## config.mk

```make
export PLATFORM = sky130hd
export DESIGN_NAME = spi_pixel_writer_flat
export DESIGN_NICKNAME = d
export VERILOG_FILES = /design/src/rtl/spi_pixel_writer_if.sv /design/src/rtl/spi_pixel_writer.sv /design/src/flat_wrapper.sv
export SDC_FILE = /design/constraint.sdc
export NUM_CORES = 1
export LEC_CHECK = 0
export CAP_MARGIN = 10
export CELL_PAD_IN_SITES_DETAIL_PLACEMENT = 0
export CELL_PAD_IN_SITES_GLOBAL_PLACEMENT = 1
export CORE_MARGIN = 2
export CORE_UTILIZATION = 35
export DETAILED_ROUTE_END_ITERATION = 12
export HOLD_SLACK_MARGIN = 0.02
export PLACE_DENSITY = 0.77
export SLEW_MARGIN = 20
export SYNTH_ARGS = -nofsm -noshare
export SYNTH_HDL_FRONTEND = slang
export SYNTH_SLANG_ARGS = --single-unit
```

## constraint.sdc

```tcl
create_clock -name clk_48mhz -period 5.4 [get_ports clk_48mhz]
set_input_delay 0.54 -clock clk_48mhz [delete_from_list [all_inputs] [get_ports clk_48mhz]]
set_output_delay 0.54 -clock clk_48mhz [all_outputs]
set_load 0.005 [all_outputs]
```

## src/rtl/spi_pixel_writer_if.sv

```systemverilog
// SPI pin bundle and framebuffer write port for the pixel writer.
// The host side (master) drives the SPI pins; the writer (slave) drives the write port.
interface spi_pixel_writer_if;
    logic       spi_sck;
    logic       spi_cs_n;
    logic       spi_mosi;
    logic [7:0] x;
    logic [7:0] y;
    logic [7:0] r;
    logic [7:0] g;
    logic [7:0] b;
    logic       strobe;
    logic       frame_done;
    logic       hdr_err;
    logic       busy;

    modport master (
        output spi_sck, spi_cs_n, spi_mosi,
        input  x, y, r, g, b, strobe, frame_done, hdr_err, busy
    );

    modport slave (
        input  spi_sck, spi_cs_n, spi_mosi,
        output x, y, r, g, b, strobe, frame_done, hdr_err, busy
    );
endinterface

```

## src/rtl/spi_pixel_writer.sv

```systemverilog
// SPI mode-0 slave turning a header (x, y) plus streamed RGB triples into
// single-cycle framebuffer write strobes with raster-order auto-increment.
//
// state   | meaning
// IDLE    | cs high, or waiting for a fresh cs low after reset
// GET_X   | expecting start column byte
// GET_Y   | expecting start row byte, range-checks header
// GET_R   | expecting red byte
// GET_G   | expecting green byte
// GET_B   | expecting blue byte, issues the write
// DISCARD | bad header, swallow bytes until cs goes high
module spi_pixel_writer #(
    parameter int X_RES = 32,
    parameter int Y_RES = 16
) (
    input logic              clk_48mhz,
    input logic              reset,
    spi_pixel_writer_if.slave bus
);

    typedef enum logic [2:0] {IDLE, GET_X, GET_Y, GET_R, GET_G, GET_B, DISCARD} state_t;

    state_t     state, state_nxt;
    logic [1:0] sck_ff, cs_ff, mosi_ff;
    logic       sck_prev;
    logic       sck_rise, cs_sync, mosi_sync;
    logic [1:0] primed;
    logic       armed;
    logic [7:0] shreg;
    logic [2:0] bit_cnt;
    logic       byte_valid;
    logic [7:0] cur_x, cur_y, pix_r, pix_g;
    logic       latch_x, latch_y, latch_r, latch_g, wr_issue, hdr_bad;
    logic       x_oob, y_oob, x_last, y_last;
    logic [7:0] x_q, y_q, r_q, g_q, b_q;
    logic       strobe_q, frame_done_q, hdr_err_q;

    // cs synchroniser resets to "deselected" so busy reads 0 out of reset
    always_ff @(posedge clk_48mhz) begin
        if (reset) begin
            sck_ff   <= 2'b00;
            cs_ff    <= 2'b11;
            mosi_ff  <= 2'b00;
            sck_prev <= 1'b0;
        end else begin
            sck_ff   <= {sck_ff[0], bus.spi_sck};
            cs_ff    <= {cs_ff[0], bus.spi_cs_n};
            mosi_ff  <= {mosi_ff[0], bus.spi_mosi};
            sck_prev <= sck_ff[1];
        end
    end

    assign sck_rise  = sck_ff[1] & ~sck_prev;
    assign cs_sync   = cs_ff[1];
    assign mosi_sync = mosi_ff[1];

    // armed only after a genuine cs-high sample, ignoring the synchroniser's reset value
    always_ff @(posedge clk_48mhz) begin
        if (reset) begin
            primed <= 2'b00;
            armed  <= 1'b0;
        end else begin
            primed <= {primed[0], 1'b1};
            if (primed[1] && cs_sync)
                armed <= 1'b1;
        end
    end

    always_ff @(posedge clk_48mhz) begin
        if (reset) begin
            shreg      <= 8'd0;
            bit_cnt    <= 3'd0;
            byte_valid <= 1'b0;
        end else begin
            byte_valid <= 1'b0;
            if (cs_sync || !armed || state == IDLE) begin
                bit_cnt <= 3'd0;
            end else if (sck_rise) begin
                shreg   <= {shreg[6:0], mosi_sync};
                bit_cnt <= bit_cnt + 3'd1;
                if (bit_cnt == 3'd7)
                    byte_valid <= 1'b1;
            end
        end
    end

    assign x_oob  = {1'b0, cur_x} >= 9'(X_RES);
    assign y_oob  = {1'b0, shreg} >= 9'(Y_RES);
    assign x_last = cur_x == 8'(X_RES - 1);
    assign y_last = cur_y == 8'(Y_RES - 1);

    always_ff @(posedge clk_48mhz) begin
        if (reset)
            state <= IDLE;
        else
            state <= state_nxt;
    end

    always_comb begin
        state_nxt = state;
        latch_x   = 1'b0;
        latch_y   = 1'b0;
        latch_r   = 1'b0;
        latch_g   = 1'b0;
        wr_issue  = 1'b0;
        hdr_bad   = 1'b0;
        if (cs_sync) begin
            state_nxt = IDLE;
        end else begin
            case (state)
                IDLE:    if (armed) state_nxt = GET_X;
                GET_X:   if (byte_valid) begin
                             latch_x   = 1'b1;
                             state_nxt = GET_Y;
                         end
                GET_Y:   if (byte_valid) begin
                             latch_y = 1'b1;
                             if (x_oob || y_oob) begin
                                 hdr_bad   = 1'b1;
                                 state_nxt = DISCARD;
                             end else begin
                                 state_nxt = GET_R;
                             end
                         end
                GET_R:   if (byte_valid) begin
                             latch_r   = 1'b1;
                             state_nxt = GET_G;
                         end
                GET_G:   if (byte_valid) begin
                             latch_g   = 1'b1;
                             state_nxt = GET_B;
                         end
                GET_B:   if (byte_valid) begin
                             wr_issue  = 1'b1;
                             state_nxt = GET_R;
                         end
                DISCARD: state_nxt = DISCARD;
                default: state_nxt = IDLE;
            endcase
        end
    end

    always_ff @(posedge clk_48mhz) begin
        if (reset) begin
            cur_x        <= 8'd0;
            cur_y        <= 8'd0;
            pix_r        <= 8'd0;
            pix_g        <= 8'd0;
            x_q          <= 8'd0;
            y_q          <= 8'd0;
            r_q          <= 8'd0;
            g_q          <= 8'd0;
            b_q          <= 8'd0;
            strobe_q     <= 1'b0;
            frame_done_q <= 1'b0;
            hdr_err_q    <= 1'b0;
        end else begin
            strobe_q     <= wr_issue;
            frame_done_q <= wr_issue && x_last && y_last;
            hdr_err_q    <= hdr_bad;
            if (latch_x) cur_x <= shreg;
            if (latch_y) cur_y <= shreg;
            if (latch_r) pix_r <= shreg;
            if (latch_g) pix_g <= shreg;
            if (wr_issue) begin
                x_q <= cur_x;
                y_q <= cur_y;
                r_q <= pix_r;
                g_q <= pix_g;
                b_q <= shreg;
                if (x_last) begin
                    cur_x <= 8'd0;
                    cur_y <= y_last ? 8'd0 : cur_y + 8'd1;
                end else begin
                    cur_x <= cur_x + 8'd1;
                end
            end
        end
    end

    assign bus.x          = x_q;
    assign bus.y          = y_q;
    assign bus.r          = r_q;
    assign bus.g          = g_q;
    assign bus.b          = b_q;
    assign bus.strobe     = strobe_q;
    assign bus.frame_done = frame_done_q;
    assign bus.hdr_err    = hdr_err_q;
    assign bus.busy       = ~cs_sync;

endmodule

```

## src/flat_wrapper.sv

```systemverilog
// flat-port wrapper written by rule: the top's interface ports become plain ports
module spi_pixel_writer_flat 
#(
    parameter int X_RES = 32,
    parameter int Y_RES = 16
)
  (clk_48mhz, reset, bus_spi_sck, bus_spi_cs_n, bus_spi_mosi, bus_x, bus_y, bus_r, bus_g, bus_b, bus_strobe, bus_frame_done, bus_hdr_err, bus_busy);
  spi_pixel_writer_if bus_i ();
  input logic clk_48mhz;
  input logic reset;
  input wire logic [$bits(bus_i.spi_sck)-1:0] bus_spi_sck;
  input wire logic [$bits(bus_i.spi_cs_n)-1:0] bus_spi_cs_n;
  input wire logic [$bits(bus_i.spi_mosi)-1:0] bus_spi_mosi;
  output wire logic [$bits(bus_i.x)-1:0] bus_x;
  output wire logic [$bits(bus_i.y)-1:0] bus_y;
  output wire logic [$bits(bus_i.r)-1:0] bus_r;
  output wire logic [$bits(bus_i.g)-1:0] bus_g;
  output wire logic [$bits(bus_i.b)-1:0] bus_b;
  output wire logic [$bits(bus_i.strobe)-1:0] bus_strobe;
  output wire logic [$bits(bus_i.frame_done)-1:0] bus_frame_done;
  output wire logic [$bits(bus_i.hdr_err)-1:0] bus_hdr_err;
  output wire logic [$bits(bus_i.busy)-1:0] bus_busy;
  assign bus_i.spi_sck = bus_spi_sck;
  assign bus_i.spi_cs_n = bus_spi_cs_n;
  assign bus_i.spi_mosi = bus_spi_mosi;
  assign bus_x = bus_i.x;
  assign bus_y = bus_i.y;
  assign bus_r = bus_i.r;
  assign bus_g = bus_i.g;
  assign bus_b = bus_i.b;
  assign bus_strobe = bus_i.strobe;
  assign bus_frame_done = bus_i.frame_done;
  assign bus_hdr_err = bus_i.hdr_err;
  assign bus_busy = bus_i.busy;
  spi_pixel_writer #(.X_RES(X_RES), .Y_RES(Y_RES)) u_core (.clk_48mhz(clk_48mhz), .reset(reset), .bus(bus_i));
endmodule
```

# Yosys cells after proc, flatten, opt, wreduce, memory -nomap -nowiden
# Index checks and enable logic that the tools add are counted.
[totals]
reg_bits = 100
inputBits = 5
word_cells = 94
[classes]
bitwise_logic = 7
n_eq_ne = 15
muxes = 29
n_lt_le_gt_ge = 2
add_sub_neg = 3
n_reduce_logical = 15
[ops]
columns = ["operator", "count"]
rows = [
  ["2-to-1 mux 8 bit", 7],
  ["2-to-1 mux 3 bit", 7],
  ["case mux 3 bit (7 select lines)", 1],
  ["adder 8 x 1 -> 8 bit, second input constant", 2],
  ["2-to-1 mux 1 bit", 14],
  ["equality test 3 bit, second input constant", 4],
  ["inequality test 2 x 1 -> 1 bit, second input constant", 6],
  ["equality test 8 x 4 -> 1 bit, second input constant", 1],
  ["equality test 8 x 5 -> 1 bit, second input constant", 1],
  [">= comparator 8 x 5 -> 1 bit, second input constant", 1],
  [">= comparator 8 x 6 -> 1 bit, second input constant", 1],
  ["equality test 3 x 2 -> 1 bit, second input constant", 2],
  ["inverter 1 bit", 6],
  ["AND reduction 6 bit", 1],
  ["OR reduction 2 bit", 2],
  ["OR reduction 4 bit", 1],
  ["adder 3 x 1 -> 3 bit, second input constant", 1],
  ["equality test 3 x 1 -> 1 bit, second input constant", 1],
  ["logical AND 1 bit", 3],
  ["logical NOT 3 bit", 1],
  ["logical OR 1 bit", 3],
  ["OR reduction 3 bit", 1],
  ["AND reduction 2 bit", 1],
  ["nonzero test 2 bit", 1],
  ["2 further kinds", 2],
]

# Logic depth before layout (Yosys ltp)
# Gate-level depths: netlist of the first run.
[depth]
depth_word = 6
mapped_depth = 8
depth_no_buf = 6

# Worst setup path before layout of the first run
# OpenSTA, ideal clock, no wires.
[synth_path]
path_type = "register to register"
start = "register u_core.state[1]"
end = "register u_core.cur_y[5]"
required_ps = 5267
n_path_buf = 2
path_stages_with_launch = 9
setup_slack_ps = 3524
t_arrival_ps = 1743
period_less_slack_ps = 1876
path_cell_list = "dfxtp_1 inv_1 ha_1 clkbuf_1 nand4b_1 or3_4 buf_2 o211ai_1 a31oi_1"
[synth_between]
elab_chain_cells = 6
[synth_rtl]
columns = ["item", "line_no", "rtl"]
rows = [
  ["from (decl)", "spi_pixel_writer.sv:23", "state_t state, state_nxt;"],
  ["from (signal assigned)", "spi_pixel_writer.sv:96", "state <= state_nxt;"],
  ["equality test 3 x 2 -> 1 bit", "spi_pixel_writer.sv:110", "case (state)"],
  ["2-to-1 mux 1 bit", "spi_pixel_writer.sv:110", ""],
  ["2-to-1 mux 1 bit", "spi_pixel_writer.sv:107", "if (cs_sync) begin"],
  ["2-to-1 mux 8 bit", "spi_pixel_writer.sv:162", "if (latch_y) cur_y <= shreg;"],
  ["2-to-1 mux 8 bit", "spi_pixel_writer.sv:171", "if (x_last) begin"],
  ["2-to-1 mux 8 bit *", "spi_pixel_writer.sv:165", "if (wr_issue) begin"],
  ["to (signal assigned)", "spi_pixel_writer.sv:162", ""],
  ["to (signal assigned)", "spi_pixel_writer.sv:173", "cur_y <= y_last ? 8'd0 : cur_y + 8'd1;"],
  ["to (decl)", "spi_pixel_writer.sv:32", "logic [7:0] cur_x, cur_y, pix_r, pix_g;"],
]
# Mark *: on every way between the ends. The rest lies on a longest branch, timed or not.
# A chain may end at the register's enable or synchronous reset.

# Worst setup path after layout of the first run
[layout_path]
start = "register u_core.state[2]"
end = "register u_core.cur_y[6]"
# Same word-level chain as after synthesis.

==> flow_metrics.env, run 1 <==
export IMPL_finalHoldViolations=0
export IMPL_ant_nets=0
export IMPL_cts_post_setup_buffers_inserted=0
export IMPL_io_buffer_count=48
export IMPL_fin_setup_tns_ns=0
export IMPL_vdd_drop_max_mv=0.156
export IMPL_fin_hold_ws_ns=0.412
export IMPL_slew_headroom_pct=35.9
export IMPL_yosys_area_top_type_share_pct=49.7
export IMPL_reg2reg_from="u_core.state[2]"
export IMPL_synthSimpleGateAreaFrac_pct=24.3
export IMPL_synth_enable_flop_cells=0
export IMPL_synth_seq_cells=100
export IMPL_finalWorstSetupSlack_ns=2.75
export IMPL_core_um2=11300
export IMPL_wire_per_inst_um=13.7
export IMPL_syn2layout_area_growth_pct=20.9
export IMPL_yosysWarnings=0
export IMPL_fin_skew_ns=0.00901
export IMPL_yosys_top_cells_area="dfxtp_1, nand2_1, a21oi_1, mux2i_1, ha_1"
export IMPL_dpl_worst_slack_ns=2.76
export IMPL_synth_top_area_cell="dfxtp_1"
export IMPL_critPathLaunchType="flop"
export IMPL_wl_met1_um=4400
export IMPL_critPathRequiredTime_ns=5.58
export IMPL_n_antenna_cell=0
export IMPL_maxCapViolCount=0
export IMPL_overflow=0
export IMPL_cellPowerDensity_nw_per_um2=282
export IMPL_dpl_hpwl_um=5860
export IMPL_drt_wl_total_um=9050
export IMPL_status="complete, no violations"
export IMPL_fin_crit_ns=2.65
export IMPL_dieHeight_um=111
export IMPL_htree_levels=3
export IMPL_ys_seq_area_share_pct=49.7
export IMPL_synth_main_ff_cell="dfxtp_1"
export IMPL_yosys_area_share_adder_pct=2.80
export IMPL_die_w_um=111
export IMPL_synthDistinctLibCells=47
export IMPL_grt_first_pass_wirelength_um=15400
export IMPL_globalRouteTotalUtil_pct=15.2
export IMPL_multiInputGateArea_um2=1860
export IMPL_max_freq_mhz=377
export IMPL_power_mw=1.37
export IMPL_setup_viol=0
export IMPL_nNetsFinal=526
export IMPL_hold_path_endpoint="u_core.cs_ff[1]"
export IMPL_synth_compound_area_share_pct=13.2
export IMPL_path_max_fanout=37
export IMPL_syn_area_um2=4030
export IMPL_min_path_type="reg2reg"
export IMPL_synthCells=481
export IMPL_vias_per_cell=5.00
export IMPL_yosysMostFrequentCell="nand2_1"
export IMPL_start_util_pct=35.6
export IMPL_async_reset_ff_share_pct=0
export IMPL_cts_repair_resize_count=0
export IMPL_grt_max_degree=96
export IMPL_drtPass1Iterations=4
export IMPL_synth_top_family_by_area="simple AND/OR/NAND/NOR gates"
export IMPL_regArea_um2=2000
export IMPL_vias=3299
export IMPL_hold_start="u_core.cs_ff[0]"
export IMPL_reg2reg_to="u_core.cur_y[6]"
export IMPL_fin_crit_sh_pct=49.1
export IMPL_syn_nets=495
export IMPL_rows=39
export IMPL_clockBufferDepth=2
export IMPL_worstSetupPathType="reg2reg"
export IMPL_gp_congestion=0.804
export IMPL_grt_pass1_vias=3270
export IMPL_maxUsedRoutingLayer="met4"
export IMPL_min_path_cells=1
export IMPL_postLayoutCoreUtil_pct=43.0
export IMPL_worst_pin_slew_ns=0.961
export IMPL_clk_latency_ns=0.34
export IMPL_synth_xor_area_share_pct=0.435
export IMPL_end_kind="flop"
export IMPL_arrival_ns=2.83
export IMPL_synthTopCellsByCount="nand2_1, dfxtp_1, a21oi_1"
export IMPL_synthMuxAreaShare_pct=5.53
export IMPL_drt_iter0_markers=158
export IMPL_drc=0
export IMPL_cts_tree="yes"
export IMPL_slew_violations=0
export IMPL_syn_avg_cell_area_um2=8.38
export IMPL_num_io_pins=49
export IMPL_numClockSinks=100
export IMPL_cts_buffers=9
export IMPL_rr_worst_depth=5
export IMPL_clk_pin_slew_worst_paths_ns=0.07
export IMPL_ctsRootBufferMaster="clkbuf_16"
export IMPL_drive_gt1_share_pct=6.00
export IMPL_rsz0062_at_grt="false"
export IMPL_wl_met2_um=4220
export IMPL_die_area_um2=12400
export IMPL_ff2ff_setup_slack_ns=2.75
export IMPL_wl_met3_um=276
export IMPL_ctsHoldBuffers=0
export IMPL_p_leak_nw=1.66
export IMPL_fill_cells=1173
export IMPL_antenna_found_initial=0
==> worst max-delay path: stages (launching register included) <==
cell      delay, ns
dfxtp_1        0.80
nand4b_1       0.42
buf_4          0.39
nor4_1         0.52
a31o_2         0.27
a31oi_1        0.09
==> registers in the layout, summed over array words and instances, names as in the netlist, 3 cells and up <==
name / flops
u_core.bus.b: 8
u_core.bus.g: 8
u_core.bus.r: 8
u_core.bus.x: 8
u_core.bus.y: 8
u_core.cur_x: 8
u_core.cur_y: 8
u_core.pix_g: 8
u_core.pix_r: 8
u_core.shreg: 8
u_core.bit_cnt: 3
u_core.state: 3
==> where the power goes <==
| group | switching [mW] | internal (mW) |
|---|---|---|
| Sequential | 0.00214 | 0.741 |
| Combinational | 0.0145 | 0.00766 |
| Clock | 0.289 | 0.318 |
==> worst max path at each step <==
stage                           end  slack (ns)             from
finish              u_core.cur_y[6]        2.75  u_core.state[2]
global route        u_core.cur_y[0]        2.48  u_core.state[2]
CTS                 u_core.cur_y[6]        2.74  u_core.state[2]
detailed placement  u_core.cur_y[6]        2.76  u_core.state[2]
global placement    u_core.cur_y[0]        2.81  u_core.state[2]
floorplan           u_core.cur_y[5]        3.52  u_core.state[1]
==> final cells by class <==
class                      instances  area share (%)
sequential                       100            41.1
multi-input combinational        338            38.2
timing repair buffer              52            10.4
clock buffer                       9            4.62
tap                              143            3.67
clock inverter                     7            1.16
inverter                          11           0.847
==> cell usage in the layout, fill, tap and decap left out, types with 2 or more instances in the layout <==
master             n
buf_4              4
or3_1              3
and3_1             6
or2_2              3
a211oi_1           2
ha_1               9
nand4_1            3
nand2b_1           3
a31o_2             2
nor3_1            12
nand3_1           12
nand4b_1           3
nor3b_1            2
clkdlybuf4s50_1   47
a311oi_1           2
nor2b_1           11
inv_6              3
mux2_2             2
dfxtp_1          100
clkinv_4           2
a31oi_1            6
nand3b_1           2
inv_1             11
nor4_1             2
clkbuf_16          9
xnor2_1            2
o21ai_0            6
nand2_1          115
o211ai_1           2
o22ai_1            3
a21oi_1           59
nor2_1            29
mux2i_1           20
or3_4              2
==> logic make-up after synthesis <==
kind of cell	Yosys count
adder cells (fa/ha/maj)	9
flip-flops	100
XOR/XNOR	2
buffers and inverters	43
multiplexers	22
AO/OA/AOI/OAI	92
AND/OR/NAND/NOR	213
==> metal layers <==
layer / vias up / track usage (%)
met5: - / 0
met4: 0 / 6.26
met3: 11 / 3.23
met2: 60 / 25.3
met1: 1538 / 19.1
li1: 1690 / -
==> metrics by stage <==
step                      cells  instance area (um^2)
final                       660                  4870
after global routing        660                  4870
after CTS                   660                  4870
after detailed placement    644                  4590
after global placement      644                  4590
after floorplan             481                  4030
No activity file was read; power rests on OpenSTA's default activity.
==> run 2: changes to the inputs <==
- PLACE_DENSITY: 0.77 -> 0.79
- clock period: 5.4 -> 2.25 ns (I/O delays scaled with it)
==> run 2 against run 1 <==
Net effect:
- wire length increased by 2.3%
- power up 140%
- worst hold slack gained 0.0043 ns
- sequential share of layout area shrank 0.84 points
- critical endpoint unchanged
- sequential cell count unchanged
==> flow_metrics.env, run 2 (synthesized netlist as in run 1, its figures left out) <==
export IMPL_fill_cells=1159
export IMPL_reg2reg_from="u_core.state[1]"
export IMPL_slew_violations=0
export IMPL_layout_common_cells="nand2_1, dfxtp_1, a21oi_1"
export IMPL_internal_power_mw=2.58
export IMPL_antenna_found_initial=0
export IMPL_numClockSinks=100
export IMPL_slew_headroom_pct=53.2
export IMPL_setup_viol=0
export IMPL_switching_share_pct=23.2
export IMPL_min_path_cells=1
export IMPL_num_io_pins=49
export IMPL_die_w_um=111
export IMPL_die_area_um2=12400
export IMPL_path_max_fanout=42
export IMPL_fin_skew_ns=0.00996
export IMPL_globalRouteTotalUtil_pct=15.4
export IMPL_gp_congestion=0.847
export IMPL_cts_buffers=9
export IMPL_fin_crit_ns=1.98
export IMPL_n_antenna_cell=0
export IMPL_drtPass1Iterations=4
export IMPL_worst_pin_slew_ns=0.702
export IMPL_dpl_worst_slack_ns=0.269
export IMPL_ant_nets=0
export IMPL_status="complete, no violations"
export IMPL_rsz0062_at_grt="false"
export IMPL_reg2reg_to="u_core.cur_y[6]"
export IMPL_critPathLaunchType="flop"
export IMPL_ctsHoldBuffers=0
export IMPL_dpl_hpwl_um=6230
export IMPL_rows=39
export IMPL_overflow=0
export IMPL_postLayoutCoreUtil_pct=43.9
export IMPL_vdd_drop_max_mv=0.314
export IMPL_max_freq_mhz=505
export IMPL_p_leak_nw=1.73
export IMPL_cellPowerDensity_nw_per_um2=675
export IMPL_nNetsFinal=538
export IMPL_arrival_ns=2.25
export IMPL_start_util_pct=35.6
export IMPL_final_common_cell="nand2_1"
export IMPL_min_path_type="reg2reg"
export IMPL_core_um2=11300
export IMPL_grt_pass1_vias=3180
export IMPL_dieHeight_um=111
export IMPL_hold_path_endpoint="u_core.cs_ff[1]"
export IMPL_critPathRequiredTime_ns=2.52
export IMPL_worstSetupPathType="reg2reg"
export IMPL_maxCapViolCount=0
export IMPL_cts_post_setup_buffers_inserted=0
export IMPL_drc=0
export IMPL_vias_per_cell=5.08
export IMPL_grt_first_pass_wirelength_um=15500
export IMPL_syn2layout_area_growth_pct=23.4
export IMPL_drt_iter0_markers=214
export IMPL_ctsRootBufferMaster="clkbuf_16"
export IMPL_clockBufferDepth=2
export IMPL_clk_pin_slew_worst_paths_ns=0.07
export IMPL_finalHoldViolations=0
export IMPL_power_mw=3.36
export IMPL_p_seq_share_pct=53.1
export IMPL_drt_wl_total_um=9260
export IMPL_p_sw_uw=777
export IMPL_rr_worst_depth=8
export IMPL_drive_gt1_share_pct=8.13
export IMPL_io_buffer_count=48
export IMPL_grt_max_degree=43
export IMPL_vias=3414
export IMPL_htree_levels=3
export IMPL_clk_latency_ns=0.35
export IMPL_end_kind="flop"
export IMPL_clkPwrFrac_pct=45.2
export IMPL_finalWorstSetupSlack_ns=0.270
export IMPL_wire_per_inst_um=13.8
export IMPL_fin_crit_sh_pct=88.0
export IMPL_hold_start="u_core.cs_ff[0]"
export IMPL_power_frac_comb_pct=1.8
export IMPL_ff2ff_setup_slack_ns=0.27
export IMPL_fin_setup_tns_ns=0
export IMPL_multiInputGateArea_um2=1860
export IMPL_cts_tree="yes"
export IMPL_regArea_um2=2000
export IMPL_cts_repair_resize_count=0
export IMPL_placed_area_um2=4680
export IMPL_final_area_um2=4970
[run 2: changes by cell type in the layout (fill, tap and decap cells not counted)]
cell	previous run	this run
clkinv_8	0	1
inv_8	0	1
buf_4	4	16
clkinvlp_4	1	0
clkinv_4	2	1
[run 2: stage by stage]
step	instances	hold WS (ns)
2_1_floorplan	481	0.311
3_3_place_gp	656	0.397
3_5_place_dp	656	0.401
4_1_cts	672	0.414
5_1_grt	672	0.421
6_report	672	0.417
[run 2: how the worst max path moves through the flow]
stage / start / to / slack, ns / cells past startpoint
final: u_core.state[1] / u_core.cur_y[6] / 0.27 / 8
after CTS: u_core.state[1] / u_core.cur_y[6] / 0.27 / 8
after global routing: u_core.state[1] / u_core.cur_y[6] / 0.13 / 8
after floorplan: u_core.state[1] / u_core.cur_y[5] / 0.37 / 8
after global placement: u_core.state[1] / u_core.cur_y[6] / 0.34 / 8
after detailed placement: u_core.state[1] / u_core.cur_y[6] / 0.27 / 8
[run 2: critical path, cell delays in order, from the launching register on]
cell and delay (ns):
dfxtp_1 0.38, inv_1 0.08, ha_1 0.27, nand4b_1 0.14, buf_4 0.40, nor4_1 0.09, buf_4 0.16, a31o_2 0.22
a31oi_1 0.16
[run 2: power by group through the flow]
stage          Clock, mW  Combinational (mW)  Sequential, mW
5_1_grt             1.62              0.0648            1.78
6_report            1.52              0.0589            1.78
3_3_place_gp           0              0.0588            1.82
3_5_place_dp           0              0.0597            1.82
4_1_cts             1.55              0.0598            1.78
2_1_floorplan          0              0.0402            1.82
[run 2: metal layers]
| layer | vias to the layer above | GRT usage [%] | part of all wire (%) |
|---|---|---|---|
| met5 | - | 0 | 0 |
| met4 | 0 | 6.83 | 2.2 |
| met3 | 16 | 2.19 | 3.1 |
| met2 | 59 | 25.2 | 47 |
| met1 | 1613 | 20.2 | 48 |
| li1 | 1726 | - | - |
[run 2: layout make-up]
class / count / area share [%]
well taps: 143 / 3.60
inverters: 11 / 0.830
flip-flops and latches: 100 / 40.3
multi-input cells: 338 / 37.5
clock buffers: 9 / 4.53
repair buffers: 64 / 12.0
clock inverters: 7 / 1.36
==> run 3: changes to the inputs <==
- SKIP_LAST_GASP: default -> 1
==> results of run 3 <==
The final DEF is identical to that of run 2; final timing and power are the same.
